<file path="config.mk">
export PLATFORM = sky130hd
export DESIGN_NAME = sdram_arb_main_ctrl
export DESIGN_NICKNAME = d
export VERILOG_FILES = /design/src/rtl/sdram_pkg.sv /design/src/rtl/sdram_rr_arb.sv /design/src/rtl/sdram_arb_main_ctrl.sv
export SDC_FILE = /design/constraint.sdc
export NUM_CORES = 1
export LEC_CHECK = 0
export BUFFER_PORTS_ARGS = -buffer_cell sky130_fd_sc_hd__buf_4
export CAP_MARGIN = 20
export CORE_MARGIN = 3
export CORE_UTILIZATION = 40
export CTS_CLUSTER_SIZE = 40
export DETAILED_ROUTE_END_ITERATION = 7
export PLACE_DENSITY = 0.73
export SLEW_MARGIN = 5
export SYNTH_ARGS = -nofsm -noshare
export SYNTH_HDL_FRONTEND = slang
export SYNTH_SLANG_ARGS = --single-unit
</file>
<file path="constraint.sdc">
create_clock -name clk_i -period 4.7 [get_ports clk_i]
set_clock_uncertainty 0.15 [all_clocks]
set_input_delay 0.705 -clock clk_i [delete_from_list [all_inputs] [get_ports clk_i]]
set_output_delay 0.705 -clock clk_i [all_outputs]
set_load 0.02 [all_outputs]
</file>
<file path="src/rtl/sdram_pkg.sv">
// Shared definitions for the SDRAM main controller: FSM state encoding and
// SDRAM command word layout {cs_n, ras_n, cas_n, we_n, ba, addr}.
package sdram_pkg;

    // One-hot controller states
    typedef enum logic [5:0] {
        ST_IDLE  = 6'b000001,
        ST_INIT  = 6'b000010,
        ST_ARB   = 6'b000100,
        ST_REF   = 6'b001000,
        ST_WRITE = 6'b010000,
        ST_READ  = 6'b100000
    } state_e;

    // Control nibble sits above {ba, addr}; bit positions within that nibble
    localparam int         CMD_CTRL_W   = 4;
    localparam int         CTRL_CS_N    = 3;
    localparam int         CTRL_RAS_N   = 2;
    localparam int         CTRL_CAS_N   = 1;
    localparam int         CTRL_WE_N    = 0;
    localparam logic [3:0] CMD_NOP_CTRL = 4'b0111;

    // Total command word width for a given bank/address geometry
    function automatic int cmd_width(input int ba_w, input int addr_w);
        return CMD_CTRL_W + ba_w + addr_w;
    endfunction

endpackage

</file>
<file path="src/rtl/sdram_rr_arb.sv">
// Round-robin picker: returns the first requesting channel at or after ptr_i,
// both as a one-hot vector and as an index.
module sdram_rr_arb #(
    parameter  int NCH   = 2,
    localparam int IDX_W = (NCH > 1) ? $clog2(NCH) : 1
) (
    input  logic [NCH-1:0]   req_i,
    input  logic [IDX_W-1:0] ptr_i,
    output logic [NCH-1:0]   gnt_o,
    output logic [IDX_W-1:0] idx_o,
    output logic             any_o
);

    // Scan offsets from farthest to nearest so the nearest requester overwrites the others
    always_comb begin
        logic [IDX_W:0]   sum;
        logic [IDX_W-1:0] ch_idx;
        gnt_o  = '0;
        idx_o  = '0;
        any_o  = |req_i;
        sum    = '0;
        ch_idx = '0;
        for (int off = NCH - 1; off >= 0; off--) begin
            sum = {1'b0, ptr_i} + (IDX_W+1)'(off);
            if (sum >= (IDX_W+1)'(NCH)) begin
                sum = sum - (IDX_W+1)'(NCH);
            end
            ch_idx = sum[IDX_W-1:0];
            if (req_i[ch_idx]) begin
                gnt_o         = '0;
                gnt_o[ch_idx] = 1'b1;
                idx_o         = ch_idx;
            end
        end
    end

endmodule

</file>
<file path="src/rtl/sdram_arb_main_ctrl.sv">
// SDRAM main controller: power-up init sequencing, refresh-first arbitration
// against round-robin user channels, refresh break of running bursts, refresh
// starvation flag and a registered command mux over the engine command buses.
module sdram_arb_main_ctrl
    import sdram_pkg::*;
#(
    parameter  int NCH      = 2,
    parameter  int BA_W     = 2,
    parameter  int ADDR_W   = 12,
    parameter  int REF_LATE = 64,
    localparam int CMD_W    = cmd_width(BA_W, ADDR_W)
) (
    input  logic             clk_i,
    input  logic             rst_i,
    input  logic             init_end_i,
    input  logic [CMD_W-1:0] init_cmd_i,
    input  logic             ref_req_i,
    output logic             ref_en_o,
    input  logic             ref_end_i,
    input  logic [CMD_W-1:0] ref_cmd_i,
    input  logic [NCH-1:0]   ch_req_i,
    input  logic [NCH-1:0]   ch_we_i,
    output logic [NCH-1:0]   ch_gnt_o,
    output logic             wr_en_o,
    output logic             wr_brk_o,
    input  logic             wr_end_i,
    input  logic [CMD_W-1:0] wr_cmd_i,
    output logic             rd_en_o,
    output logic             rd_brk_o,
    input  logic             rd_end_i,
    input  logic [CMD_W-1:0] rd_cmd_i,
    output logic             init_busy_o,
    output logic             ref_late_o,
    output logic [CMD_W-1:0] cmd_o
);

    localparam int               IDX_W   = (NCH > 1) ? $clog2(NCH) : 1;
    localparam int               LATE_W  = $clog2(REF_LATE + 1);
    localparam logic [CMD_W-1:0] CMD_NOP = {CMD_NOP_CTRL, {(CMD_W-CMD_CTRL_W){1'b0}}};

    state_e             state_q, state_d;
    logic [IDX_W-1:0]   rr_ptr_q;
    logic [NCH-1:0]     ch_gnt_q;
    logic               ref_en_q, wr_en_q, rd_en_q;
    logic               wr_brk_q, rd_brk_q;
    logic               ref_late_q;
    logic [LATE_W-1:0]  late_cnt_q, late_cnt_d;
    logic [CMD_W-1:0]   cmd_q;

    logic [NCH-1:0]     win_onehot;
    logic [IDX_W-1:0]   win_idx;
    logic               any_req;
    logic [IDX_W-1:0]   rr_next;
    logic               start_burst;
    logic               burst_done;

    sdram_rr_arb #(
        .NCH   (NCH)
    ) u_rr_arb (
        .req_i (ch_req_i),
        .ptr_i (rr_ptr_q),
        .gnt_o (win_onehot),
        .idx_o (win_idx),
        .any_o (any_req)
    );

    assign rr_next     = (win_idx == IDX_W'(NCH - 1)) ? '0 : win_idx + 1'b1;
    assign start_burst = (state_q == ST_ARB) && ((state_d == ST_WRITE) || (state_d == ST_READ));
    assign burst_done  = ((state_q == ST_WRITE) || (state_q == ST_READ)) && (state_d == ST_ARB);

    // State register
    always_ff @(posedge clk_i or posedge rst_i) begin
        if (rst_i) begin
            state_q <= ST_IDLE;
        end else begin
            state_q <= state_d;
        end
    end

    // Next state: refresh wins in ARB, otherwise the round-robin winner's direction
    always_comb begin
        state_d = state_q;
        case (state_q)
            ST_IDLE:  state_d = ST_INIT;
            ST_INIT:  if (init_end_i) state_d = ST_ARB;
            ST_ARB: begin
                if (ref_req_i) begin
                    state_d = ST_REF;
                end else if (any_req) begin
                    state_d = ch_we_i[win_idx] ? ST_WRITE : ST_READ;
                end
            end
            ST_REF:   if (ref_end_i) state_d = ST_ARB;
            ST_WRITE: if (wr_end_i)  state_d = ST_ARB;
            ST_READ:  if (rd_end_i)  state_d = ST_ARB;
            default:  state_d = ST_IDLE;
        endcase
    end

    // Starvation counter: cycles with a pending refresh outside REF, saturating
    always_comb begin
        late_cnt_d = late_cnt_q;
        if (state_q == ST_REF) begin
            late_cnt_d = '0;
        end else if (ref_req_i && (late_cnt_q != LATE_W'(REF_LATE))) begin
            late_cnt_d = late_cnt_q + 1'b1;
        end
    end

    // Registered pulses, grant, break requests, starvation flag and command mux
    always_ff @(posedge clk_i or posedge rst_i) begin
        if (rst_i) begin
            ref_en_q   <= 1'b0;
            wr_en_q    <= 1'b0;
            rd_en_q    <= 1'b0;
            wr_brk_q   <= 1'b0;
            rd_brk_q   <= 1'b0;
            ch_gnt_q   <= '0;
            rr_ptr_q   <= '0;
            late_cnt_q <= '0;
            ref_late_q <= 1'b0;
            cmd_q      <= CMD_NOP;
        end else begin
            ref_en_q   <= (state_q == ST_ARB) && (state_d == ST_REF);
            wr_en_q    <= (state_q == ST_ARB) && (state_d == ST_WRITE);
            rd_en_q    <= (state_q == ST_ARB) && (state_d == ST_READ);
            // A pending refresh seen during a burst is latched until the engine ends
            wr_brk_q   <= (state_q == ST_WRITE) && (state_d == ST_WRITE) && (wr_brk_q || ref_req_i);
            rd_brk_q   <= (state_q == ST_READ) && (state_d == ST_READ) && (rd_brk_q || ref_req_i);
            if (start_burst) begin
                ch_gnt_q <= win_onehot;
                rr_ptr_q <= rr_next;
            end else if (burst_done) begin
                ch_gnt_q <= '0;
            end
            late_cnt_q <= late_cnt_d;
            ref_late_q <= ref_late_q || (late_cnt_d == LATE_W'(REF_LATE));
            case (state_q)
                ST_INIT:  cmd_q <= init_cmd_i;
                ST_REF:   cmd_q <= ref_cmd_i;
                ST_WRITE: cmd_q <= wr_cmd_i;
                ST_READ:  cmd_q <= rd_cmd_i;
                default:  cmd_q <= CMD_NOP;
            endcase
        end
    end

    assign ref_en_o    = ref_en_q;
    assign wr_en_o     = wr_en_q;
    assign rd_en_o     = rd_en_q;
    assign wr_brk_o    = wr_brk_q;
    assign rd_brk_o    = rd_brk_q;
    assign ch_gnt_o    = ch_gnt_q;
    assign ref_late_o  = ref_late_q;
    assign cmd_o       = cmd_q;
    assign init_busy_o = (state_q == ST_IDLE) || (state_q == ST_INIT);

endmodule

</file>
==> results of run 1 <==
## worst min path at each step
stage / end / slack, ns
after floorplan: rr_ptr_q / 0.32
after global placement: ref_late_o / 0.31
after detailed placement: ref_late_o / 0.31
after CTS: ref_late_o / 0.33
after global routing: ref_late_o / 0.36
final: ref_late_o / 0.33
## sequential cells by signal, summed over array words and instances (netlist names)
signal,count
wr_en_o,1
state_q,6
rr_ptr_q,1
cmd_o,18
late_cnt_q,7
wr_brk_o,1
rd_brk_o,1
rd_en_o,1
ref_en_o,1
ch_gnt_o,2
ref_late_o,1
## layer usage
metal	vias to the layer above	part of all wire (%)	global-route usage, %
li1	992	-	-
met1	955	42	26.7
met3	8	7.2	6.38
met4	0	1.6	7.47
met5	-	0	0
met2	74	49	31.8
## cells in the final DEF (no fill, tap or decap), drive strengths merged, types with 2 or more instances in the layout
cell type / netlist / final
or3: 2 / 2
nor2: 19 / 19
inv: 16 / 16
clkbuf: 8 / 8
dfstp: 4 / 4
dfrtp: 36 / 36
a41o: 2 / 2
nor3: 5 / 5
o31ai: 2 / 2
o21ai: 5 / 5
nor3b: 3 / 3
buf: 4 / 114
a21o: 2 / 2
ha: 2 / 2
xnor2: 4 / 4
a21oi: 7 / 7
nand3: 5 / 5
a22oi: 37 / 37
nand2: 25 / 25
a22o: 2 / 2
and4: 2 / 2
xor2: 2 / 2
## power by group through the flow
stage               clock, mW  combinational, mW  sequential [mW]
CTS                     0.244              0.561            0.525
global route            0.261              0.617            0.539
detailed placement          0              0.560            0.529
floorplan                   0              0.281            0.581
finish                  0.238              0.557            0.525
global placement            0              0.549            0.529
## cell type report
cell class	count	area, um2	area share (%)
inverter	16	60.1	1.97
multi-input combinational	145	938	30.9
timing repair buffer	114	863	28.4
tap	67	83.8	2.76
sequential	40	1010	33.1
clock buffer	8	90.1	2.96
## logic make-up after synthesis
family | share of synthesized area [%]
adders and majority gates | 1.22
muxes | 0.488
xor gates and xnor gates | 2.56
DFF | 49.0
buffers and inverters | 5.55
AOI/OAI and AO/OA | 23.9
and+or+nand+nor | 17.3
## metrics by stage
step | worst slack (ns) | util (%) | cells
floorplan | 2.70 | - | 213
global placement | 2.27 | 60.6 | 381
detailed placement | 2.25 | 60.6 | 381
CTS | 2.21 | 62.4 | 389
global route | 2.13 | 62.7 | 390
finish | 2.29 | 62.7 | 390
## critical path, delay by kind of cell, from the launching register on
kind | cells | cell delay [ns]
simple gates | 3 | 1.11
flops | 1 | 0.42
buf+inv | 1 | 0.31
compound gates | 2 | 0.28
==> results.json, run 1 <==
{
  "status": "complete, no violations",
  "floorplan.initialDensity_pct": 42.3,
  "nets": 407,
  "ys_seq_area_share_pct": 49.0,
  "place_hpwl_mm": 4.34,
  "hold_path_startpoint": "ref_late_o",
  "stdcell_area_um2": 3040,
  "setup_tns_ns": 0,
  "synthArstFlopShare_pct": 100,
  "gr-total-overflow": 0,
  "p_clk_share_pct": 18.0,
  "drt_pass1_iterations": 4,
  "setup_viol": 0,
  "cts_hold_buf": 0,
  "cts_resized": 0,
  "hold_violations": 0,
  "ioPinCount": 110,
  "place_area_um2": 2940,
  "postCtsSetupBuffers": 0,
  "n_antenna_cell": 0,
  "power.density_nw_per_um2": 434,
  "core_um2": 4850,
  "critPathKind": "reg2reg",
  "num_rows": 25,
  "fin_crit_ns": 2.41,
  "synth_cell_types": 45,
  "die_width_um": 77.6,
  "slew_headroom_pct": 43.4,
  "arrival_ns": 2.44,
  "holdPathStages": 1,
  "ys_top_cells_by_area": "dfrtp_1 (44%), a22oi_1 (14%), dfstp_2 (5.1%)",
  "peakVddDrop_mv": 0.172,
  "cp-endpoint": "ch_gnt_o[0]",
  "area_delta_synth_final_pct": 48.1,
  "yosys-top-cells-count": "a22oi_1 (37), dfrtp_1 (36), nand2_1 (25), nor2_1 (17), inv_1 (16)",
  "grt_usage_pct": 20.5,
  "h-tree-depth": 2,
  "syn_area_per_cell_um2": 9.64,
  "p_int_mw": 0.830,
  "netlist_area_um2": 2050,
  "p_seq_share_pct": 39.8,
  "comb_power_share_pct": 42.2,
  "netlist_instances": 213,
  "fmax_ghz": 0.415,
  "synth_top_area_share_pct": 43.9,
  "worst_setup_path_start_kind": "register",
  "yosys_warnings": 0,
  "vias_per_cell": 5.20,
  "synth_fp_nets": 298,
  "critPathCaptureType": "register",
  "required_ns": 4.73,
  "numClockSinks": 40,
  "critPathMaxStageDelay_ns": 0.73,
  "root_buffer": "clkbuf_8",
  "dr_total_vias": 2029,
  "fill_cells": 454,
  "grt_max_degree": 41,
  "reg2reg_from": "state_q[1]",
  "path_max_fanout": 12,
  "gp_congestion": 0.791,
  "die_area_um2": 6030,
  "drc": 0,
  "total_power_mw": 1.32,
  "yosysMostFrequentCell": "a22oi_1",
  "cts_made_buffers": 5,
  "ff2ff_setup_slack_ns": 2.29,
  "port-buffer-count": 109,
  "drtIter0Drc": 137,
  "startpoint": "state_q[1]",
  "drive_gt1_share_pct": 40.2,
  "switching_power_mw": 0.490,
  "synth-seq-cells": 40,
  "reg2reg_to": "ch_gnt_o[0]",
  "cap_violations": 0,
  "routed_wl_mm": 5.85,
  "post-route-period-util_pct": 51.3,
  "reg2reg_depth": 6,
  "cts_tree": "done",
  "grt_pass1_wl_mm": 9.78,
  "path_cells": "nor2_1 > nand2_1 > nor3b_2 > buf_4 > a22o_1 > o31ai_1",
  "cts_max_path_buffers": 2,
  "rsz0062_at_grt": "false",
  "drv_slew": 0,
  "max_slew.worst_pin.slew_ns": 0.845,
  "holdWs_ns": 0.332,
  "synth_edf_count": 0,
  "swShare_pct": 37.1,
  "leakage_nw": 1.57,
  "clock_latency_ns": 0.30,
  "ant_nets": 0,
  "hold_path.class": "reg2reg",
  "synth_flop_cell": "dfrtp_1",
  "first_global_vias": 2028,
  "clk_pin_slew_ns": 0.08,
  "post_drt_wl_per_cell_um": 15.0,
  "critPathSlowestCell": "nor3b_2",
  "die_h_um": 77.6,
  "yosysTopAreaCell": "dfrtp_1",
  "antenna_found_initial": 0
}
No activity file was read; power rests on OpenSTA's default activity.
==> run 2, diff against run 1 <==
--- a/config.mk
+++ b/config.mk
@@ -11,7 +11,7 @@
 export CORE_UTILIZATION = 40
 export CTS_CLUSTER_SIZE = 40
 export DETAILED_ROUTE_END_ITERATION = 7
-export PLACE_DENSITY = 0.73
+export PLACE_DENSITY = 0.76
 export SLEW_MARGIN = 5
 export SYNTH_ARGS = -nofsm -noshare
 export SYNTH_HDL_FRONTEND = slang
==> constraint.sdc (replaced) <==
create_clock -name clk_i -period 2.03 [get_ports clk_i]
set_clock_uncertainty 0.15 [all_clocks]
set_input_delay 0.3045 -clock clk_i [delete_from_list [all_inputs] [get_ports clk_i]]
set_output_delay 0.3045 -clock clk_i [all_outputs]
set_load 0.02 [all_outputs]
==> results.json, run 2 (synthesis results as in run 1) <==
{
  "routed_wl_mm": 5.83,
  "place_area_um2": 2980,
  "grt_usage_pct": 20.2,
  "n_antenna_cell": 0,
  "num_rows": 25,
  "drc": 0,
  "slew_headroom_pct": 66.1,
  "nets": 413,
  "ioPinCount": 110,
  "reg2reg_to": "rr_ptr_q",
  "largest_reg_flops": 18,
  "path_max_fanout": 5,
  "postCtsSetupBuffers": 0,
  "holdPathStages": 2,
  "h-tree-depth": 2,
  "rsz0062_at_grt": "false",
  "cap_violations": 0,
  "die_h_um": 77.6,
  "critPathCaptureType": "register",
  "grt_pass1_wl_mm": 9.63,
  "core_um2": 4850,
  "max_slew.worst_pin.slew_ns": 0.509,
  "reg2reg_from": "state_q[3]",
  "hold_path_startpoint": "rd_end_i",
  "cts_tree": "done",
  "gr-usage-met3_pct": 6.03,
  "gp_congestion": 0.852,
  "worst_slack_ns": 0.0926,
  "place_hpwl_mm": 4.55,
  "final_cell_mix": "buf_4 (119), a22oi_1 (37), dfrtp_1 (36), nand2_1 (25), nor2_1 (17)",
  "worst_setup_path_start_kind": "register",
  "total_power_mw": 3.16,
  "clk_pin_slew_ns": 0.08,
  "ant_nets": 0,
  "hold_violations": 0,
  "met2_usage_pct": 34.2,
  "drive_gt1_share_pct": 41.6,
  "first_global_vias": 2094,
  "fin_crit_ns": 1.94,
  "area_delta_synth_final_pct": 51.0,
  "met1_usage_pct": 24.2,
  "floorplan.initialDensity_pct": 42.3,
  "die_width_um": 77.6,
  "fmax_ghz": 0.516,
  "ff2ff_setup_slack_ns": 0.09,
  "final_core_util_pct": 63.9,
  "hold_path.class": "in2reg",
  "drtIter0Drc": 104,
  "hold_end": "rd_brk_o",
  "drv_slew": 0,
  "final_common_cell": "buf_4",
  "root_buffer": "clkbuf_8",
  "drt_pass1_iterations": 8,
  "grt_max_degree": 41,
  "arrival_ns": 1.98,
  "post_drt_wl_per_cell_um": 14.7,
  "peakVddDrop_mv": 0.549,
  "cts_made_buffers": 5,
  "clock_latency_ns": 0.29,
  "stdcell_area_um2": 3100,
  "vias_per_cell": 5.22,
  "required_ns": 2.07,
  "reg2reg_depth": 4,
  "busiest_layer": "met2",
  "setup_viol": 0,
  "power.density_nw_per_um2": 1020,
  "status": "complete, no violations",
  "setup_tns_ns": 0,
  "antenna_found_initial": 0,
  "critPathKind": "reg2reg",
  "post-route-period-util_pct": 95.4,
  "leakage_nw": 1.60,
  "gr-total-overflow": 0,
  "cts_max_path_buffers": 2,
  "die_area_um2": 6030,
  "numClockSinks": 40,
  "port-buffer-count": 109,
  "preCtsSetupSlack_ns": 0.0900,
  "dr_total_vias": 2066
}
-- run 2: per-stage QoR --
step	cells	hold WS, ns
floorplan	213	0.238
global placement	387	0.312
detailed placement	387	0.307
CTS	396	0.0224
global route	396	0.0189
finish	396	0.0329
-- run 2: worst max-delay path by stage --
stage,startpoint,to,slack [ns],depth (start not counted)
2_1_floorplan,state_q[3],rr_ptr_q,0.18,4
3_5_place_dp,state_q[0],cmd_o[16],0.09,4
5_1_grt,state_q[3],rr_ptr_q,0.01,4
3_3_place_gp,state_q[0],cmd_o[16],0.12,4
6_report,state_q[3],rr_ptr_q,0.09,4
4_1_cts,state_q[0],cmd_o[16],0.06,4
-- run 2: area by class of cell --
| class | instances | area, um2 |
|---|---|---|
| Fill cell | 428 | 1750 |
| Sequential cell | 40 | 1010 |
| Multi-Input combinational cell | 145 | 940 |
| Timing Repair Buffer | 120 | 903 |
| Tap cell | 67 | 83.8 |
| Clock buffer | 6 | 72.6 |
| Inverter | 16 | 60.1 |
| Clock inverter | 2 | 35.0 |
-- run 2: critical path: stages (launching register included) --
cell	delay, ns
dfrtp_1	0.42
or4b_1	0.55
nand3b_4	0.20
or3_1	0.40
o21a_1	0.12
-- run 2: timing repair --
item                                    in CTS  in global routing
resized for setup                            0                  1
endpoints found under the setup margin       0                  2
hold endpoints to repair                    29                  0
hold buffers                                 1                  0
-- run 2: report_power, final --
part	switching [mW]	total, mW	internal [mW]
logic	0.694	1.30	0.605
registers	0.167	1.21	1.04
clock network	0.289	0.655	0.365
total	1.15	3.16	2.01
-- run 2: layer usage --
| layer | routed length (um) | part of all wire [%] |
|---|---|---|
| met4 | 120 | 2.1 |
| met5 | 0 | 0 |
| met1 | 2360 | 40 |
| met3 | 434 | 7.5 |
| met2 | 2910 | 50 |
